$ cat config.mk
export PLATFORM = sky130hd
export DESIGN_NAME = zmaps_rd_flat
export DESIGN_NICKNAME = d
export VERILOG_FILES = /design/src/rtl/zmaps_rd_pkg.sv /design/src/rtl/zmaps_rd_if.sv /design/src/rtl/zmaps_rd_lat.sv /design/src/rtl/zmaps_rd.sv /design/src/flat_wrapper.sv
export SDC_FILE = /design/constraint.sdc
export NUM_CORES = 1
export LEC_CHECK = 0
export ABC_CLOCK_PERIOD_IN_PS = 2800
export BUFFER_PORTS_ARGS = -buffer_cell sky130_fd_sc_hd__buf_2
export CAP_MARGIN = 15
export CORE_ASPECT_RATIO = 1.25
export CORE_MARGIN = 2
export CORE_UTILIZATION = 46
export CTS_BUF_LIST = sky130_fd_sc_hd__clkbuf_16
export CTS_CLUSTER_SIZE = 40
export DETAILED_ROUTE_END_ITERATION = 7
export PLACE_DENSITY = 0.89
export SLEW_MARGIN = 10
export SYNTH_ARGS = -nofsm -noshare
export SYNTH_HDL_FRONTEND = slang
export SYNTH_SLANG_ARGS = --single-unit
export TNS_END_PERCENT = 1
$ cat constraint.sdc
create_clock -name clk -period 2.8 [get_ports clk]
set_input_delay 0.14 -clock clk [delete_from_list [all_inputs] [get_ports clk]]
set_output_delay 0.14 -clock clk [all_outputs]
set_load 0.05 [all_outputs]
$ cat src/rtl/zmaps_rd_pkg.sv
// Shared definitions for the Z80 FPRAM mappers (read and write side):
// window region codes, read FSM encoding and legal RAM latency range.
package zmaps_rd_pkg;

   localparam logic [2:0] REGION_CRAM = 3'b000;
   localparam logic [2:0] REGION_SFIL = 3'b001;
   localparam logic [3:0] REGION_REGS = 4'b0100;

   localparam int RAM_LAT_MIN = 1;
   localparam int RAM_LAT_MAX = 3;

   typedef enum logic [2:0] {
      ST_IDLE,
      ST_PEND,
      ST_ISSUE,
      ST_LAT,
      ST_DONE
   } rd_state_t;

   typedef enum logic [1:0] {
      TGT_CRAM,
      TGT_SFILE,
      TGT_REGS,
      TGT_OTHER
   } rd_target_t;

endpackage

$ cat src/rtl/zmaps_rd_if.sv
// Single-port read bus shared by CRAM and SFILE. The mapper is the master:
// it drives the word address and the per-RAM read enables, the RAMs return q.
interface zmaps_rd_if;

   logic [7:0]  zra;
   logic        cram_re;
   logic        sfile_re;
   logic [15:0] cram_q;
   logic [15:0] sfile_q;

   modport master (
      output zra,
      output cram_re,
      output sfile_re,
      input  cram_q,
      input  sfile_q
   );

   modport slave (
      input  zra,
      input  cram_re,
      input  sfile_re,
      output cram_q,
      output sfile_q
   );

endinterface

$ cat src/rtl/zmaps_rd_lat.sv
// DEPTH-deep valid/tag shift register. A push emerges on out_valid exactly
// DEPTH cycles later together with its tag, which lines up with the cycle in
// which the RAM read data for that push is valid.
module zmaps_rd_lat
   import zmaps_rd_pkg::*;
#(
   parameter int DEPTH = RAM_LAT_MIN,
   parameter int TAG_W = 1
) (
   input  logic             clk,
   input  logic             rst_n,
   input  logic             push,
   input  logic [TAG_W-1:0] tag_in,
   output logic             out_valid,
   output logic [TAG_W-1:0] out_tag
);

   logic [DEPTH-1:0]            valid_sr;
   logic [DEPTH-1:0][TAG_W-1:0] tag_sr;

   // Shift valid and tag one stage per cycle; reset empties the pipe.
   always_ff @(posedge clk or negedge rst_n) begin
      if (!rst_n) begin
         valid_sr <= '0;
         tag_sr   <= '0;
      end else begin
         valid_sr[0] <= push;
         tag_sr[0]   <= tag_in;
         for (int i = 1; i < DEPTH; i++) begin
            valid_sr[i] <= valid_sr[i-1];
            tag_sr[i]   <= tag_sr[i-1];
         end
      end
   end

   assign out_valid = valid_sr[DEPTH-1];
   assign out_tag   = tag_sr[DEPTH-1];

endmodule

$ cat src/rtl/zmaps_rd.sv
// Z80 FPRAM read mapper. Decodes Z80 reads in the FPRAM window, issues a
// single read on the shared CRAM/SFILE port, and stalls the Z80 with zwait
// until the byte is back. DMA readback owns the port whenever it asks.
module zmaps_rd
   import zmaps_rd_pkg::*;
#(
   parameter int         RAM_LAT     = 1,
   parameter logic [7:0] REGS_RD_VAL = 8'hFF
) (
   input  logic              clk,
   input  logic              rst_n,
   input  logic              memrd_s,
   input  logic [15:0]       a,
   input  logic [4:0]        fmaddr,
   input  logic [7:0]        dma_rdaddr,
   input  logic              dma_cram_re,
   input  logic              dma_sfile_re,
   zmaps_rd_if.master        ram,
   output logic              zrd_hit,
   output logic [7:0]        zrd_data,
   output logic              zrd_valid,
   output logic              zwait,
   output logic [15:0]       dma_rd_data,
   output logic              dma_rd_valid
);

   rd_state_t  state;
   rd_state_t  state_next;
   rd_target_t dec_target;
   rd_target_t req_target;
   logic       dec_hit;
   logic       accept;
   logic [7:0] req_addr;
   logic       req_byte;
   logic       z_issue;
   logic       z_lat_done;
   logic       z_lat_tag;
   logic [15:0] z_q;
   logic       dma_any;
   logic       dma_sfile_eff;
   logic       dma_lat_valid;
   logic       dma_lat_tag;

   // CRAM wins if both DMA requests show up together.
   assign dma_any       = dma_cram_re | dma_sfile_re;
   assign dma_sfile_eff = dma_sfile_re & ~dma_cram_re;

   // Window decode of the live Z80 address; unassigned window space reads like registers.
   always_comb begin
      dec_hit = fmaddr[4] && (a[15:12] == fmaddr[3:0]);
      if (a[11:9] == REGION_CRAM)
         dec_target = TGT_CRAM;
      else if (a[11:9] == REGION_SFIL)
         dec_target = TGT_SFILE;
      else if (a[11:8] == REGION_REGS)
         dec_target = TGT_REGS;
      else
         dec_target = TGT_OTHER;
   end

   assign accept = (state == ST_IDLE) && memrd_s && dec_hit;

   // Latch the accepted request so later address/fmaddr changes cannot disturb it.
   always_ff @(posedge clk or negedge rst_n) begin
      if (!rst_n) begin
         req_addr   <= 8'h00;
         req_byte   <= 1'b0;
         req_target <= TGT_CRAM;
      end else if (accept) begin
         req_addr   <= a[8:1];
         req_byte   <= a[0];
         req_target <= dec_target;
      end
   end

   // Read FSM state register.
   always_ff @(posedge clk or negedge rst_n) begin
      if (!rst_n)
         state <= ST_IDLE;
      else
         state <= state_next;
   end

   // Next state and Z80-side handshake; an ISSUE cycle that meets a DMA request backs off to PEND.
   always_comb begin
      state_next = state;
      z_issue    = 1'b0;
      zwait      = 1'b0;
      zrd_hit    = 1'b0;
      zrd_valid  = 1'b0;
      case (state)
         ST_IDLE: begin
            if (accept) begin
               if (dec_target inside {TGT_CRAM, TGT_SFILE})
                  state_next = ST_PEND;
               else
                  state_next = ST_DONE;
            end
         end
         ST_PEND: begin
            zwait   = 1'b1;
            zrd_hit = 1'b1;
            if (!dma_any)
               state_next = ST_ISSUE;
         end
         ST_ISSUE: begin
            zwait   = 1'b1;
            zrd_hit = 1'b1;
            if (dma_any) begin
               state_next = ST_PEND;
            end else begin
               z_issue    = 1'b1;
               state_next = ST_LAT;
            end
         end
         ST_LAT: begin
            zwait   = 1'b1;
            zrd_hit = 1'b1;
            if (z_lat_done)
               state_next = ST_DONE;
         end
         ST_DONE: begin
            zrd_hit    = 1'b1;
            zrd_valid  = 1'b1;
            state_next = ST_IDLE;
         end
         default: state_next = ST_IDLE;
      endcase
   end

   // Port mux: DMA first, otherwise the Z80 read in its ISSUE cycle.
   always_comb begin
      ram.zra      = 8'h00;
      ram.cram_re  = 1'b0;
      ram.sfile_re = 1'b0;
      if (dma_any) begin
         ram.zra      = dma_rdaddr;
         ram.cram_re  = dma_cram_re;
         ram.sfile_re = dma_sfile_eff;
      end else if (z_issue) begin
         ram.zra      = req_addr;
         ram.cram_re  = (req_target == TGT_CRAM);
         ram.sfile_re = (req_target == TGT_SFILE);
      end
   end

   zmaps_rd_lat #(
      .DEPTH (RAM_LAT),
      .TAG_W (1)
   ) u_z_lat (
      .clk       (clk),
      .rst_n     (rst_n),
      .push      (z_issue),
      .tag_in    (req_target == TGT_SFILE),
      .out_valid (z_lat_done),
      .out_tag   (z_lat_tag)
   );

   zmaps_rd_lat #(
      .DEPTH (RAM_LAT),
      .TAG_W (1)
   ) u_dma_lat (
      .clk       (clk),
      .rst_n     (rst_n),
      .push      (dma_any),
      .tag_in    (dma_sfile_eff),
      .out_valid (dma_lat_valid),
      .out_tag   (dma_lat_tag)
   );

   assign z_q = z_lat_tag ? ram.sfile_q : ram.cram_q;

   // Z80 byte register: register-space value at accept, RAM byte when the latency pipe drains; holds otherwise.
   always_ff @(posedge clk or negedge rst_n) begin
      if (!rst_n)
         zrd_data <= 8'h00;
      else if (accept && !(dec_target inside {TGT_CRAM, TGT_SFILE}))
         zrd_data <= REGS_RD_VAL;
      else if (state == ST_LAT && z_lat_done)
         zrd_data <= req_byte ? z_q[15:8] : z_q[7:0];
   end

   assign dma_rd_valid = dma_lat_valid;
   assign dma_rd_data  = dma_lat_valid ? (dma_lat_tag ? ram.sfile_q : ram.cram_q) : 16'h0000;

   // Protocol checks: latency range, dual DMA request, Z80 strobe while busy, port exclusivity.
   a_lat_range:  assert property (@(posedge clk) (RAM_LAT >= RAM_LAT_MIN) && (RAM_LAT <= RAM_LAT_MAX));
   a_dma_dual:   assert property (@(posedge clk) disable iff (!rst_n) !(dma_cram_re && dma_sfile_re));
   a_memrd_busy: assert property (@(posedge clk) disable iff (!rst_n) !(memrd_s && state != ST_IDLE));
   a_port_excl:  assert property (@(posedge clk) disable iff (!rst_n) !(z_issue && dma_any));

endmodule

$ cat src/flat_wrapper.sv
// flat-port wrapper written by rule: the top's interface ports become plain ports
module zmaps_rd_flat import zmaps_rd_pkg::*;
#(
   parameter int         RAM_LAT     = 1,
   parameter logic [7:0] REGS_RD_VAL = 8'hFF
)
  (clk, rst_n, memrd_s, a, fmaddr, dma_rdaddr, dma_cram_re, dma_sfile_re, zrd_hit, zrd_data, zrd_valid, zwait, dma_rd_data, dma_rd_valid, ram_zra, ram_cram_re, ram_sfile_re, ram_cram_q, ram_sfile_q);
  zmaps_rd_if ram_i ();
  input  logic clk;
  input  logic rst_n;
  input  logic memrd_s;
  input  logic [15:0] a;
  input  logic [4:0] fmaddr;
  input  logic [7:0] dma_rdaddr;
  input  logic dma_cram_re;
  input  logic dma_sfile_re;
  output logic zrd_hit;
  output logic [7:0] zrd_data;
  output logic zrd_valid;
  output logic zwait;
  output logic [15:0] dma_rd_data;
  output logic dma_rd_valid;
  output wire logic [$bits(ram_i.zra)-1:0] ram_zra;
  output wire logic [$bits(ram_i.cram_re)-1:0] ram_cram_re;
  output wire logic [$bits(ram_i.sfile_re)-1:0] ram_sfile_re;
  input wire logic [$bits(ram_i.cram_q)-1:0] ram_cram_q;
  input wire logic [$bits(ram_i.sfile_q)-1:0] ram_sfile_q;
  assign ram_zra = ram_i.zra;
  assign ram_cram_re = ram_i.cram_re;
  assign ram_sfile_re = ram_i.sfile_re;
  assign ram_i.cram_q = ram_cram_q;
  assign ram_i.sfile_q = ram_sfile_q;
  zmaps_rd #(.RAM_LAT(RAM_LAT), .REGS_RD_VAL(REGS_RD_VAL)) u_core (.clk(clk), .rst_n(rst_n), .memrd_s(memrd_s), .a(a), .fmaddr(fmaddr), .dma_rdaddr(dma_rdaddr), .dma_cram_re(dma_cram_re), .dma_sfile_re(dma_sfile_re), .ram(ram_i), .zrd_hit(zrd_hit), .zrd_data(zrd_data), .zrd_valid(zrd_valid), .zwait(zwait), .dma_rd_data(dma_rd_data), .dma_rd_valid(dma_rd_valid));
endmodule
==> reports/metrics.sh <==
OUTCOME='finished clean'
FINALSETUPVIOLCOUNT=0
CRIT_TYPE='reg2out'
HTREE_NUM_LEVELS=1
CORE_REGION_AREA_SQ_MM=0.003513
SYNTH_SEQ_AREA_SHARE=0.3852
CRITICAL_PATH.N_BUFFERS_INVERTERS=1
LAYOUT_MIN_CYCLE_TIME_PS=1880
ROUTEDWLPERCELL_MICRONS=15.64
DRT-PASS1-ITER-COUNT=4
CTS-RESIZED-GATES=0
SYN-NUM-NETS=218
CTS_TREE='built'
RSZ0062_AT_GRT='no'
WORST_SLEW_PIN_TRAN_PS=817.2
FIRST_GLOBAL_VIAS=1556
HOLD_PATH.CLASS='in2reg'
P_SWITCHING_mW=0.5631
FINAL-INSTANCE-COUNT-EXCL-FILL=291
CLOCK_LATENCY_PS=260
CTS_MAX_PATH_BUFFERS=2
SYN_INST=152
CRITICAL_PATH.ENDPOINT_TYPE='primary output'
DESIGN_AREA_SQ_MM=0.002305
LARGEST_NET_DEGREE_AT_THE_START_OF_GLOBAL_ROUTING=27
CRITICAL_PATH.CELL_CHAIN='mux2i_1, nor2b_1, buf_2'
DRC=0
WORST_IR_DROP_VDD_V=0.0006112
CTS.REPORTEDPATHS.CLKPINSLEW_PS=60
TIMING.CRITICAL_PATH.FROM_TYPE='flip-flop'
FLOORPLAN.INITIALDENSITY=0.4808
POWER_FRAC_COMB=0.409
TIMING.MAX_SLEW.REL_SLACK=0.4552
CTS_BUFFERS=3
IO_PINS=104
WIRELENGTH_MM=4.552
SYNTH_TOP_AREA_CELL='sky130_fd_sc_hd__dfrtp_1'
MIN_DELAY_WORST_ENDPOINT='u_core.req_addr[6]$_DFFE_PN0P_'
CTS_SINKS=26
NUM_VIAS=1578
FINAL_NETS=319
CTS-ROOT-BUF='sky130_fd_sc_hd__clkbuf_16'
NETLIST_TOP_CELLS_AREA='sky130_fd_sc_hd__dfrtp_1 (39%), sky130_fd_sc_hd__mux4_2 (11%), sky130_fd_sc_hd__mux2i_1 (10%), sky130_fd_sc_hd__mux2_4 (7.1%), sky130_fd_sc_hd__nor2b_1 (7.0%)'
P_CLK_FRAC=0.210
MAX_CAP_VIOLATIONS=0
HOLDCRITSTARTPOINT='a[7]'
PORTBUFFERS=103
P_INT_mW=0.9331
SYNTH_TOP_CELL_AREA_SHARE=0.3852
SYNTHESIS_TO_FINISH_AREA_GROWTH_PCT=36.44
POST_SYNTH_INSTANCE_AREA_SQ_MM=0.001689
SWSHARE=0.3763
SHARE_SEQ_OF_TOTAL_POWER=0.381
DRT_ITER0_DRC=21
DETAILEDPLACEMENTHPWL_MM=3.657
DATA_REQUIRED_TIME_OF_THE_WORST_PATH_PS=2660
POST_CTS.REPAIR.SETUP_BUFFERS=0
ENDPOINT_OF_THE_LOWEST_SLACK_REGISTER_TO_REGISTER_PATH='u_core.req_addr[0]$_DFFE_PN0P_'
VERTICAL_EXTENT_OF_THE_DIE_MICRONS=71.75
WORSTPATHMAXFANOUT=16
NUMBER_OF_INSERTED_DIODES=0
GP_CONGESTION=0.8000
SYNTH-EDFF-COUNT=0
MIN_DELAY_PATH_DEPTH=2
DPL_CELL_AREA_SQ_MM=0.002216
NUMBER_OF_ANTENNA_VIOLATIONS_AT_THE_FIRST_CHECK_IN_GLOBAL_ROUTING=0
YS_TYPES=31
RR_WORST_DEPTH=4
FIN_SETUP_TNS_PS=0
CP.ARRIVAL_PS=1740
GRT_PASS1_WL_MM=7.320
DIE_W_MICRONS=58.20
COUNT_OF_ANTENNA_VIOLATING_NETS_LEFT_AFTER_DETAILED_ROUTING=0
DRIVE_GT1_FRAC=0.5159
WORSTREG2REGSTART='u_core.state[1]$_DFFE_PN0P_'
TIMING.FMAX_MHz=531.9
YS_SEQ_ELEMENTS=26
FINAL_HOLD_VIOL_COUNT=0
SYNTH_TOP_FLOP_CELL='sky130_fd_sc_hd__dfrtp_1'
WORST_CASE_REGISTER_TO_REGISTER_SETUP_SLACK_PS=1050
PLACEDCELLCOUNT=286
GRT_REMAINING_OVERFLOW=0
SLOWEST_DELAY_PS=870
SKEW_PS=1.965
GRT_USAGE=0.2287
DIE_AREA_SQ_MM=0.004176
DPL_WORST_SLACK_PS=1084
ASYNC_RESET_FF_FRAC=1.000
ROUTE.DETAILED.VIAS_PER_INST=5.423
STATIC_LEAKAGE_nW=1.172
REPORT.FINAL.SLEW_VIOL_COUNT=0
FINALCRITPERIODSHARE=0.6714
CRITPATHTOPFAMILY='flip-flops'
POWER_DENSITY_mW_PER_MM2=649.2
CP_SLOWEST_CELL='sky130_fd_sc_hd__dfrtp_1'
YS_WARN_COUNT=0
SYNTH_AREA_PER_CELL_SQ_UM=11.11
ROW_COUNT=24
WORST_SLACK_SETUP_FINAL_PS=920.0
SETUP.WORST_PATH.START='u_core.u_dma_lat.out_tag$_DFF_PN0_'
-- cell usage in the layout, fill, tap and decap left out, types with 2 or more instances in the layout --
cell type and n:
sky130_fd_sc_hd__a21o_1 2, sky130_fd_sc_hd__a22o_1 8, sky130_fd_sc_hd__a22oi_1 2, sky130_fd_sc_hd__buf_2 103
sky130_fd_sc_hd__clkbuf_16 3, sky130_fd_sc_hd__dfrtp_1 26, sky130_fd_sc_hd__mux2_4 8, sky130_fd_sc_hd__mux2i_1 17
sky130_fd_sc_hd__mux4_2 8, sky130_fd_sc_hd__nand2_1 18, sky130_fd_sc_hd__nand3_1 8, sky130_fd_sc_hd__nor2_1 6
sky130_fd_sc_hd__nor2b_1 19, sky130_fd_sc_hd__or2_2 2, sky130_fd_sc_hd__xor2_1 4
-- logic make-up after synthesis --
kind of cell | Yosys count | synth area share
and+or+nand+nor | 60 | 0.1933
DFF | 26 | 0.3852
AOI/OAI and AO/OA | 17 | 0.08148
buffers and inverters | 10 | 0.02888
muxes | 34 | 0.2852
xor gates and xnor gates | 5 | 0.02592
-- final cells by class --
type	count	area, sq um
clock buffers	3	75.07
clock inverters	1	3.754
fillers	283	1209
inverters	1	3.754
multi-input cells	116	989.7
flip-flops and latches	26	650.6
well taps	39	48.80
repair buffers	105	533.0
-- worst reg2reg max path, stage by stage, from the launching register on --
cell and delay [ps]:
sky130_fd_sc_hd__dfrtp_1 430, sky130_fd_sc_hd__nor2_1 250, sky130_fd_sc_hd__and4b_1 340, sky130_fd_sc_hd__nand2_2 240
sky130_fd_sc_hd__mux2_4 370
-- cell usage after synthesis, types with 2 or more instances --
master and count:
sky130_fd_sc_hd__nor2_1 6, sky130_fd_sc_hd__a22oi_1 2, sky130_fd_sc_hd__mux2_4 8, sky130_fd_sc_hd__nor2b_1 19
sky130_fd_sc_hd__mux4_2 8, sky130_fd_sc_hd__clkbuf_1 5, sky130_fd_sc_hd__dfrtp_1 26, sky130_fd_sc_hd__nand2_1 18
sky130_fd_sc_hd__buf_2 3, sky130_fd_sc_hd__mux2i_1 17, sky130_fd_sc_hd__xor2_1 4, sky130_fd_sc_hd__nand3_1 8
sky130_fd_sc_hd__a22o_1 8, sky130_fd_sc_hd__or2_2 2, sky130_fd_sc_hd__a21o_1 2
-- how the worst max path moves through the flow --
stage / to / cells after the start
global placement: u_core.req_addr[0]$_DFFE_PN0P_ / 4
detailed placement: u_core.req_addr[0]$_DFFE_PN0P_ / 4
finish: dma_rd_data[5] / 3
global route: dma_rd_data[9] / 3
floorplan: dma_rd_data[10] / 2
CTS: dma_rd_data[5] / 3
-- registers in the layout (all words and copies together) (netlist names) --
name,flops
u_core.req_addr,8
u_core.zrd_data,8
u_core.state,3
u_core.req_target,2
u_core.req_byte,1
u_core.u_dma_lat.out_tag,1
u_core.u_dma_lat.out_valid,1
u_core.u_z_lat.out_tag,1
u_core.u_z_lat.out_valid,1
-- power by group through the flow --
stage	Sequential [mW]	Clock (mW)	Combinational (mW)
global route	0.589	0.332	0.653
detailed placement	0.574	0	0.609
CTS	0.569	0.320	0.615
global placement	0.571	0	0.594
finish	0.570	0.314	0.612
floorplan	0.515	0	0.506
-- what timing repair did --
| item | 4_1_cts | 5_1_grt |
|---|---|---|
| hold buffers | 1 | 0 |
| hold endpoints to repair | 26 | 0 |
| endpoints found under the setup margin | 0 | 0 |
-- routing by layer --
| metal | up-vias | track usage | share of wire |
|---|---|---|---|
| met5 | - | 0 | 0 |
| met4 | 0 | 0.08527 | 0.022 |
| met3 | 10 | 0.01625 | 0.037 |
| met2 | 58 | 0.4091 | 0.57 |
| met1 | 763 | 0.2854 | 0.38 |
| li1 | 747 | - | - |
-- stage by stage --
stage	power, mW	hold slack, ps	utilization
after floorplan	1.020	-155.6	-
after global placement	1.165	148.6	0.6307
after detailed placement	1.183	164.0	0.6307
after CTS	1.505	103.9	0.6560
after global routing	1.574	111.6	0.6560
final	1.496	109.1	0.6560
No activity file was read; power rests on OpenSTA's default activity.
